## src/rtl/sram_like_pkg.sv

```systemverilog
// Shared definitions for the SRAM-like bus arbiter: bus widths, size codes,
// master IDs and the grant state type.
package sram_like_pkg;

    localparam int SRAM_ADDR_W = 32;
    localparam int SRAM_DATA_W = 32;

    localparam logic [1:0] SIZE_BYTE = 2'd0;
    localparam logic [1:0] SIZE_HALF = 2'd1;
    localparam logic [1:0] SIZE_WORD = 2'd2;

    localparam logic MASTER_INST = 1'b0;
    localparam logic MASTER_DATA = 1'b1;

    typedef enum logic {
        ARB_IDLE = 1'b0,
        ARB_LOCK = 1'b1
    } arb_state_t;

    // A lone requester wins; on a tie the master that did not win last time wins.
    function automatic logic rr_pick(input logic inst_req, input logic data_req,
                                     input logic last_grant);
        if (inst_req && !data_req) return MASTER_INST;
        if (data_req && !inst_req) return MASTER_DATA;
        return ~last_grant;
    endfunction

endpackage

```

## src/rtl/sram_like_id_fifo.sv

```systemverilog
// In-order FIFO of 1-bit owner IDs, one entry per accepted-but-unanswered
// transaction. DEPTH must be a power of two so the pointers wrap naturally.
module sram_like_id_fifo #(
    parameter int DEPTH = 4
) (
    input  logic clk,
    input  logic reset,
    input  logic push,
    input  logic push_id,
    input  logic pop,
    output logic full,
    output logic empty,
    output logic head
);

    localparam int PTR_W = $clog2(DEPTH);
    localparam logic [PTR_W:0] DEPTH_C = DEPTH[PTR_W:0];

    logic [DEPTH-1:0] mem_q;
    logic [PTR_W-1:0] wr_ptr_q;
    logic [PTR_W-1:0] rd_ptr_q;
    logic [PTR_W:0]   count_q;
    logic             do_push;
    logic             do_pop;

    assign full    = (count_q == DEPTH_C);
    assign empty   = (count_q == '0);
    assign head    = mem_q[rd_ptr_q];
    assign do_push = push && !full;
    assign do_pop  = pop && !empty;

    always_ff @(posedge clk) begin
        if (reset) begin
            mem_q    <= '0;
            wr_ptr_q <= '0;
            rd_ptr_q <= '0;
            count_q  <= '0;
        end else begin
            if (do_push) begin
                mem_q[wr_ptr_q] <= push_id;
                wr_ptr_q        <= wr_ptr_q + 1'b1;
            end
            if (do_pop) begin
                rd_ptr_q <= rd_ptr_q + 1'b1;
            end
            case ({do_push, do_pop})
                2'b10:   count_q <= count_q + 1'b1;
                2'b01:   count_q <= count_q - 1'b1;
                default: count_q <= count_q;
            endcase
        end
    end

endmodule

```

## src/rtl/sram_like_arbiter.sv

```systemverilog
// Two-master (inst/data) to one-slave arbiter for the SRAM-like bus with
// address-phase locking and in-order response routing.
//
//   state    | meaning
//   ---------+-------------------------------------------------------------
//   ARB_IDLE | no address phase pending; round-robin select each cycle
//   ARB_LOCK | owner_q's request was presented but not yet accepted
module sram_like_arbiter
    import sram_like_pkg::*;
#(
    parameter int OUTSTANDING = 4
) (
    input  logic                   clk,
    input  logic                   reset,

    input  logic                   inst_req,
    input  logic                   inst_wr,
    input  logic [1:0]             inst_size,
    input  logic [3:0]             inst_wstrb,
    input  logic [SRAM_ADDR_W-1:0] inst_addr,
    input  logic [SRAM_DATA_W-1:0] inst_wdata,
    output logic                   inst_addr_ok,
    output logic                   inst_data_ok,
    output logic [SRAM_DATA_W-1:0] inst_rdata,

    input  logic                   data_req,
    input  logic                   data_wr,
    input  logic [1:0]             data_size,
    input  logic [3:0]             data_wstrb,
    input  logic [SRAM_ADDR_W-1:0] data_addr,
    input  logic [SRAM_DATA_W-1:0] data_wdata,
    output logic                   data_addr_ok,
    output logic                   data_data_ok,
    output logic [SRAM_DATA_W-1:0] data_rdata,

    output logic                   req,
    output logic                   wr,
    output logic [1:0]             size,
    output logic [3:0]             wstrb,
    output logic [SRAM_ADDR_W-1:0] addr,
    output logic [SRAM_DATA_W-1:0] wdata,
    input  logic                   addr_ok,
    input  logic                   data_ok,
    input  logic [SRAM_DATA_W-1:0] rdata,

    output logic                   protocol_err
);

    arb_state_t state_q, state_d;
    logic       owner_q, owner_d;
    logic       last_grant_q, last_grant_d;
    logic       sel;
    logic       sel_req;
    logic       req_int;
    logic       accept;
    logic       resp_ok;
    logic       err_q;
    logic       fifo_full;
    logic       fifo_empty;
    logic       fifo_head;

    always_comb begin
        state_d      = state_q;
        owner_d      = owner_q;
        last_grant_d = last_grant_q;

        sel = (state_q == ARB_LOCK) ? owner_q
                                    : rr_pick(inst_req, data_req, last_grant_q);
        sel_req = (sel == MASTER_DATA) ? data_req : inst_req;

        // Full depends only on registered count, so data_ok never reaches req.
        req_int = sel_req && !fifo_full && !reset;
        accept  = req_int && addr_ok;

        if (accept) begin
            state_d      = ARB_IDLE;
            last_grant_d = sel;
        end else if (req_int) begin
            state_d = ARB_LOCK;
            owner_d = sel;
        end
    end

    always_ff @(posedge clk) begin
        if (reset) begin
            state_q      <= ARB_IDLE;
            owner_q      <= MASTER_INST;
            last_grant_q <= MASTER_INST;
            err_q        <= 1'b0;
        end else begin
            state_q      <= state_d;
            owner_q      <= owner_d;
            last_grant_q <= last_grant_d;
            if (data_ok && fifo_empty) begin
                err_q <= 1'b1;
            end
        end
    end

    assign resp_ok = data_ok && !fifo_empty && !reset;

    sram_like_id_fifo #(
        .DEPTH (OUTSTANDING)
    ) u_id_fifo (
        .clk     (clk),
        .reset   (reset),
        .push    (accept),
        .push_id (sel),
        .pop     (resp_ok),
        .full    (fifo_full),
        .empty   (fifo_empty),
        .head    (fifo_head)
    );

    assign req          = req_int;
    assign wr           = reset ? 1'b0 : ((sel == MASTER_DATA) ? data_wr    : inst_wr);
    assign size         = reset ? '0   : ((sel == MASTER_DATA) ? data_size  : inst_size);
    assign wstrb        = reset ? '0   : ((sel == MASTER_DATA) ? data_wstrb : inst_wstrb);
    assign addr         = reset ? '0   : ((sel == MASTER_DATA) ? data_addr  : inst_addr);
    assign wdata        = reset ? '0   : ((sel == MASTER_DATA) ? data_wdata : inst_wdata);

    assign inst_addr_ok = accept && (sel == MASTER_INST);
    assign data_addr_ok = accept && (sel == MASTER_DATA);

    assign inst_data_ok = resp_ok && (fifo_head == MASTER_INST);
    assign data_data_ok = resp_ok && (fifo_head == MASTER_DATA);
    assign inst_rdata   = reset ? '0 : rdata;
    assign data_rdata   = reset ? '0 : rdata;

    assign protocol_err = err_q && !reset;

endmodule
```

## config.mk

```make
export PLATFORM = sky130hd
export DESIGN_NAME = sram_like_arbiter
export DESIGN_NICKNAME = d
export VERILOG_FILES = /design/src/rtl/sram_like_pkg.sv /design/src/rtl/sram_like_id_fifo.sv /design/src/rtl/sram_like_arbiter.sv
export SDC_FILE = /design/constraint.sdc
export NUM_CORES = 1
export LEC_CHECK = 0
export CORE_AREA = 10 10 118 120
export CTS_BUF_LIST = sky130_fd_sc_hd__clkbuf_2 sky130_fd_sc_hd__clkbuf_4 sky130_fd_sc_hd__clkbuf_8
export DETAILED_ROUTE_END_ITERATION = 10
export DIE_AREA = 0 0 128 130
export DONT_BUFFER_PORTS = 1
export PLACE_DENSITY_LB_ADDON = 0.08
export SYNTH_ARGS = -nofsm -noshare
export SYNTH_HDL_FRONTEND = slang
export SYNTH_SLANG_ARGS = --single-unit
```

## constraint.sdc

```tcl
create_clock -name clk -period 2.3 [get_ports clk]
set_input_delay 0.575 -clock clk [delete_from_list [all_inputs] [get_ports clk]]
set_output_delay 0.575 -clock clk [all_outputs]
set_load 0.01 [all_outputs]
```

### Word-level counts from Yosys, hierarchy flattened

Cells that the tools add are included.

* reductions and logical operators: 25
* mux-type cells: 26
* equal/unequal tests: 3
* bitwise operators: 4
* add/sub/neg operators: 4
* $lt $le $gt $ge: 3

Operators by type and width (count)
* 32-bit two-way mux: 5
* 1-bit logical AND: 16
* 1-bit two-way mux: 13
* 4-bit two-way mux: 2
* 2-bit by 3-bit < comparator with 1-bit output (second input constant): 2
* 3-bit one-hot mux with 2 select lines: 1
* 1-bit zero test: 5
* 2-bit by 1-bit adder with 2-bit output (second input constant): 2
* 4-bit bitwise mux: 1
* 2-bit two-way mux: 2
* 1-bit inverter: 4
* 3-bit by 1-bit adder with 3-bit output (second input constant): 1
* 3-bit == test (second input constant): 1
* 3-bit zero test: 1
* 3-bit by 1-bit subtractor with 3-bit output (second input constant): 1
* 1-bit binary-select mux with 2-bit select: 1
* 1-bit demux with 2-bit select: 1
* 2-bit by 1-bit == test with 1-bit output (second input constant): 1
* 2-bit == test (second input constant): 1
* 2-bit by 1-bit >= comparator with 1-bit output (second input constant): 1
* 2-bit AND reduction: 1
* 2-bit nonzero test: 1
* 2-bit OR reduction: 1

* input bits: 180
* register bits after elaboration: 15
* word-level logic and storage cells: 73
* output and inout port bits: 141

### Depth between registers and ports, before layout

* depth in word-level cells: 14
* mapped depth: 10
* depth with buffers taken out: 10

### Modules after synthesis

From an unflattened synthesis, not the netlist that was laid out.

* cells, all modules: 405
* area, all modules: 2801.4 um^2

Modules (own cells, without submodules)
* sram_like_arbiter: cells an instance 340, times used 1, area an instance 2194.6 um^2, sequential area each 80.1 um^2
* sram_like_id_fifo: cells an instance 65, times used 1, area an instance 606.8 um^2, sequential area each 220.2 um^2

### Least setup slack after synthesis

No wires, ideal clock.

* path kind: input -> register
* start point: in reset
* end point: reg u_id_fifo.count_q[2]
* arrival time: 2335 ps
* required time: 2230 ps
* path buffers: 1
* setup slack: -105 ps
* setup time: 70 ps
* stages on the path: 10
* path through: clkbuf_1 a2111o_1 clkinv_2 nand2_1 ha_1 inv_1 fa_1 xor2_1 or3_1 a21oi_1

* word-level cells in the longest chain between the ends: 6
* elaborated cells on any way between the ends: 10
* classes of those cells: 2 x eq/ne; 1 x mux; 7 x reduce/logical

RTL lines
* start, declared: line sram_like_arbiter.sv:14 `input logic reset,`
* 1-bit zero test (*): line sram_like_arbiter.sv:72 `req_int = sel_req && !fifo_full && !reset;`
* 1-bit logical AND (*): line sram_like_arbiter.sv:72
* net req: line sram_like_arbiter.sv:36 `output logic req,`
* 1-bit logical AND (*): line sram_like_arbiter.sv:73 `accept = req_int && addr_ok;`
* 1-bit logical AND (*): line sram_like_id_fifo.sv:29 `assign do_push = push && !full;`
* 2-bit by 1-bit == test with 1-bit output / 2-bit == test (equally long branches): line sram_like_id_fifo.sv:46 `case ({do_push, do_pop})`
* 3-bit one-hot mux with 2 select lines / 2-bit nonzero test (equally long branches)
* end signal, assigned: line sram_like_id_fifo.sv:47 `2'b10: count_q <= count_q + 1'b1;`
* end signal, assigned: line sram_like_id_fifo.sv:48 `2'b01: count_q <= count_q - 1'b1;`
* end signal, assigned: line sram_like_id_fifo.sv:49 `default: count_q <= count_q;`
* end, declared: line sram_like_id_fifo.sv:22 `logic [PTR_W:0] count_q;`

Mark *: on every way through the listed nets, which the timed path passes. The rest lies on a longest branch.
A chain may end at the register's enable or synchronous reset.

### Final worst setup path

* start point: reg u_id_fifo.count_q[2]
* end point: out inst_addr_ok

* word-level cells in the longest chain between the ends: 6

RTL lines
* 3-bit == test: line sram_like_id_fifo.sv:26 `assign full = (count_q == DEPTH_C);`
* 1-bit zero test: line sram_like_arbiter.sv:72
* 1-bit logical AND (2 in series): line sram_like_arbiter.sv:72
* 1-bit logical AND: line sram_like_arbiter.sv:73
* 1-bit logical AND: line sram_like_arbiter.sv:122 `assign inst_addr_ok = accept && (sel == MASTER_INST);`
* end, declared: line sram_like_arbiter.sv:22 `output logic inst_addr_ok,`

Every way passes these cells.

==> summary by stage <==
Run status
The run finished with clean final reports.

STA
The minimum period implied by the final worst setup slack is 2.23 ns. On the final layout, the worst clock skew is 0.00565 ns. After layout, the worst path uses 97.0% of the clock period. Setup violations remaining at the end of the flow were counted as 0.

For the pin with the worst max-slew slack, the measured transition is 0.517 ns. The highest attainable clock frequency is 0.448 GHz. The number of max-slew violations in the final report was 0. The worst max-slew margin expressed relative to the limit is 65.5%. The final-report hold violation count was 0.

Setup path
Walking the worst path, the cells encountered are nor3b_4 -> a2111o_1 -> clkinv_4 -> nand2_4 -> buf_4 -> a21oi_2. In this run the worst setup path begins at u_id_fifo.count_q[2]. STA classifies the critical path endpoint as an output port. The data arrival time at the worst-slack endpoint is 1.66 ns.

The longest individual stage delay on the worst path is 0.44 ns. The cell with the biggest individual delay on the critical path is sky130_fd_sc_hd__a2111o_1. The maximum fanout count along the critical path is 4.

The kind of critical path is flip-flop to output port. The worst register-to-register path begins at u_id_fifo.count_q[0]. The worst setup path is launched from a flip-flop. At the worst endpoint, the required time is 1.73 ns.

Placed design
The post-detailed-placement half-perimeter wirelength is 9.40 mm. The port buffer count is 0. The global placement routability congestion is 0.702. The cell count after placement is 536.

CTS
The TritonCTS buffer count is 3. The clock tree from TritonCTS is built. The later-pin clock latency in the skew report is 0.25 ns. In this run the number of H-tree levels came out at 1. The tree is rooted in a sky130_fd_sc_hd__clkbuf_8.

The hold-fix buffer count after cts is 0. After clock tree synthesis, the clock-pin slew on the worst setup and hold paths is 0.07 ns. The clock passes through at most 2 buffers. The clock net sink count is 15.

Die
From left edge to right edge, the die measures 128 um. After floorplanning, the core was divided into 40 placement rows. The total die area is 16600 um2.

The initial core utilization is 21.3%. The die outline height is 130 um. The total area inside the core boundary comes to 11700 um2. For this design the top-level I/O count stands at 321.

Yosys
The synthesized net count is 600. In this run the biggest area consumer among cell types represents 15.6% of the synthesized area. After synthesis the netlist holds a flip-flop and latch count of 15.

Synthesis handed over a netlist of 414 instances. In the post-synthesis netlist, the biggest area contributors are sky130_fd_sc_hd__a21oi_1, sky130_fd_sc_hd__nand3_1, sky130_fd_sc_hd__o21ai_0, sky130_fd_sc_hd__dfxtp_1, sky130_fd_sc_hd__buf_4. In the post-synthesis netlist, the cell with the most instances is sky130_fd_sc_hd__a21oi_1. The part of the Yosys area used for sequential elements is 12.0%. The count of flip-flops with a built-in enable after synthesis is 0.

The cell area that synthesis handed to floorplanning was 2500 um2. The most used flip-flop cell after synthesis is sky130_fd_sc_hd__dfxtp_1. The Yosys step of the flow raised 0 warnings. Yosys mapped the design onto 28 distinct sky130hd cell types.

The post-synthesis area per instance is 6.03 um2. After synthesis, the most frequently instantiated cells are sky130_fd_sc_hd__a21oi_1, sky130_fd_sc_hd__nand3_1, sky130_fd_sc_hd__o21ai_0, sky130_fd_sc_hd__clkbuf_1, sky130_fd_sc_hd__nor2b_1. sky130_fd_sc_hd__a21oi_1 takes more of the synthesized area than any other cell.

The async set-or-reset flop fraction in the synthesized netlist is 0%.

Cells and area
From synthesis to final layout, the design area changed by 18.5%. The antenna diode count is 0. The total of fill cells in the finished design is 1336.

The fraction of final layout cells sized beyond drive strength 1 is 19.6%. The number of nets in the layout is 585. In the final layout, the multi-input gates occupy 1820 um2. The register area is 304 um2. The finished layout holds 545 standard cells, fillers aside.

Power and ir drop
The areal power density over the cells is 436 nW/um2. The total power is 1.29 mW. The worst-case IR drop observed on VDD is 0.376 mV.

For this design the static power due to leakage is 1.12 nW.

Global route
Summed over all layers, the global routing overflow is 0. The number of global-route vias before repair came to 3028. The largest net degree at the start of global routing is 125. The first-pass GRT wire length is 16.8 mm. Global routing consumed, over all layers together, 12.2% of the routing resources. The number of antenna violations at the first check in global routing is 0.

Drt
In the final routed layout, each cell accounts on average for 22.3 um. Across all layers, the routed design uses 2955 vias. The pre-antenna-repair detailed-routing pass consisted of 4 iterations. For this block, the initial DRC count from the detailed router was 162. The count of nets left with antenna violations once routing finished came out at 0. The final routed DRC violation total is 0. After detailed routing, the number of vias per cell comes to 5.42. Summed over all layers, the routed wires come to 12.1 mm.

Hold path
The min-delay analysis places its worst path in the category primary input to flip-flop. The start point of the worst hold path is reset.

Flow run
The number of max-cap violations is 0.
-- report_power, final --
part           total [mW]  internal (mW)  switching [mW]
Sequential          0.297          0.278          0.0191
Clock               0.213          0.120          0.0936
Combinational       0.780          0.324           0.456
-- critical path, delay by kind of cell (launching register included) --
| family | cells | cell delay [ns] |
|---|---|---|
| and+or+nand+nor | 2 | 0.21 |
| buffers and inverters | 2 | 0.22 |
| DFF | 1 | 0.34 |
| AOI/OAI and AO/OA | 2 | 0.63 |
-- cell usage in the layout, fill, tap and decap left out, types with 4 or more instances in the layout --
| cell | synthesis | final |
|---|---|---|
| sky130_fd_sc_hd__ha_1 | 5 | 4 |
| sky130_fd_sc_hd__dfxtp_1 | 15 | 12 |
| sky130_fd_sc_hd__nor2_1 | 10 | 8 |
| sky130_fd_sc_hd__nand2b_1 | 8 | 7 |
| sky130_fd_sc_hd__nand3_1 | 77 | 77 |
| sky130_fd_sc_hd__mux2i_1 | 6 | 6 |
| sky130_fd_sc_hd__a21oi_1 | 78 | 76 |
| sky130_fd_sc_hd__buf_12 | 0 | 7 |
| sky130_fd_sc_hd__o21ai_0 | 75 | 74 |
| sky130_fd_sc_hd__xor2_1 | 4 | 4 |
| sky130_fd_sc_hd__inv_1 | 8 | 6 |
| sky130_fd_sc_hd__buf_4 | 32 | 44 |
| sky130_fd_sc_hd__nor2b_1 | 34 | 33 |
-- per-stage QoR --
step / TNS, ns / hold slack, ns / util, % / worst slack, ns / instance area, um2
after global placement: -0.921 / 0.461 / 23.7 / -0.0769 / 2770
after CTS: 0 / 0.389 / 24.3 / 0.00447 / 2840
after global routing: -0.00418 / 0.396 / 25.3 / -0.00180 / 2960
after detailed placement: -0.155 / 0.460 / 23.7 / -0.0623 / 2770
final: 0 / 0.432 / 25.3 / 0.0695 / 2960
after floorplan: 0 / 0.429 / - / 0.0102 / 2520
-- sequential cells by signal, summed over array words and instances, names as in the netlist --
register and count:
u_id_fifo.count_q 3, state_q 1, owner_q 1, last_grant_q 1
u_id_fifo.wr_ptr_q 2, u_id_fifo.rd_ptr_q 2, err_q 1, u_id_fifo.mem_q 4
-- cell families (layout without fill, tap and decap cells) --
logic type / Yosys count / in the layout / synth area share, %
AO/OA/AOI/OAI: 157 / 157 / 32.3
XOR/XNOR: 4 / 4 / 1.40
adder cells (fa/ha/maj): 6 / 6 / 3.31
buffers and inverters: 85 / 69 / 17.7
flip-flops: 15 / 15 / 12.0
multiplexers: 7 / 7 / 3.31
AND/OR/NAND/NOR: 140 / 140 / 30.0
-- path summary, 6_finish.rpt --
path              cells past startpoint  slack (ns)               endpoint
hold / removal                        1        0.43  u_id_fifo.wr_ptr_q[0]
hold reg to reg                       2        0.47                  err_q
setup / recovery                      6        0.07           inst_addr_ok
setup reg to reg                     10        0.12   u_id_fifo.count_q[2]
-- final cells by class --
| cell class | instances | share of cell area [%] |
|---|---|---|
| Multi-Input combinational cell | 314 | 61.6 |
| Clock inverter | 1 | 0.169 |
| Inverter | 9 | 1.31 |
| Tap cell | 147 | 6.22 |
| Sequential cell | 15 | 10.3 |
| Clock buffer | 3 | 1.40 |
| Timing Repair Buffer | 56 | 19.0 |
-- routing by layer --
metal  up-vias  share of wire [%]  global-route usage (%)
met5         -                  0                       0
met4         0               0.32                   0.993
met3         6                 10                    4.79
met2       190                 53                    22.7
met1      1364                 36                    13.3
li1       1395                  -                       -
-- timing repair --
item / CTS / global route
setup buffers: 1 / 2
pin swaps: 2 / 3
setup endpoints to repair: 51 / 62
gates cloned: 0 / 2
resized for setup: 4 / 14
No activity file was read; power rests on OpenSTA's default activity.
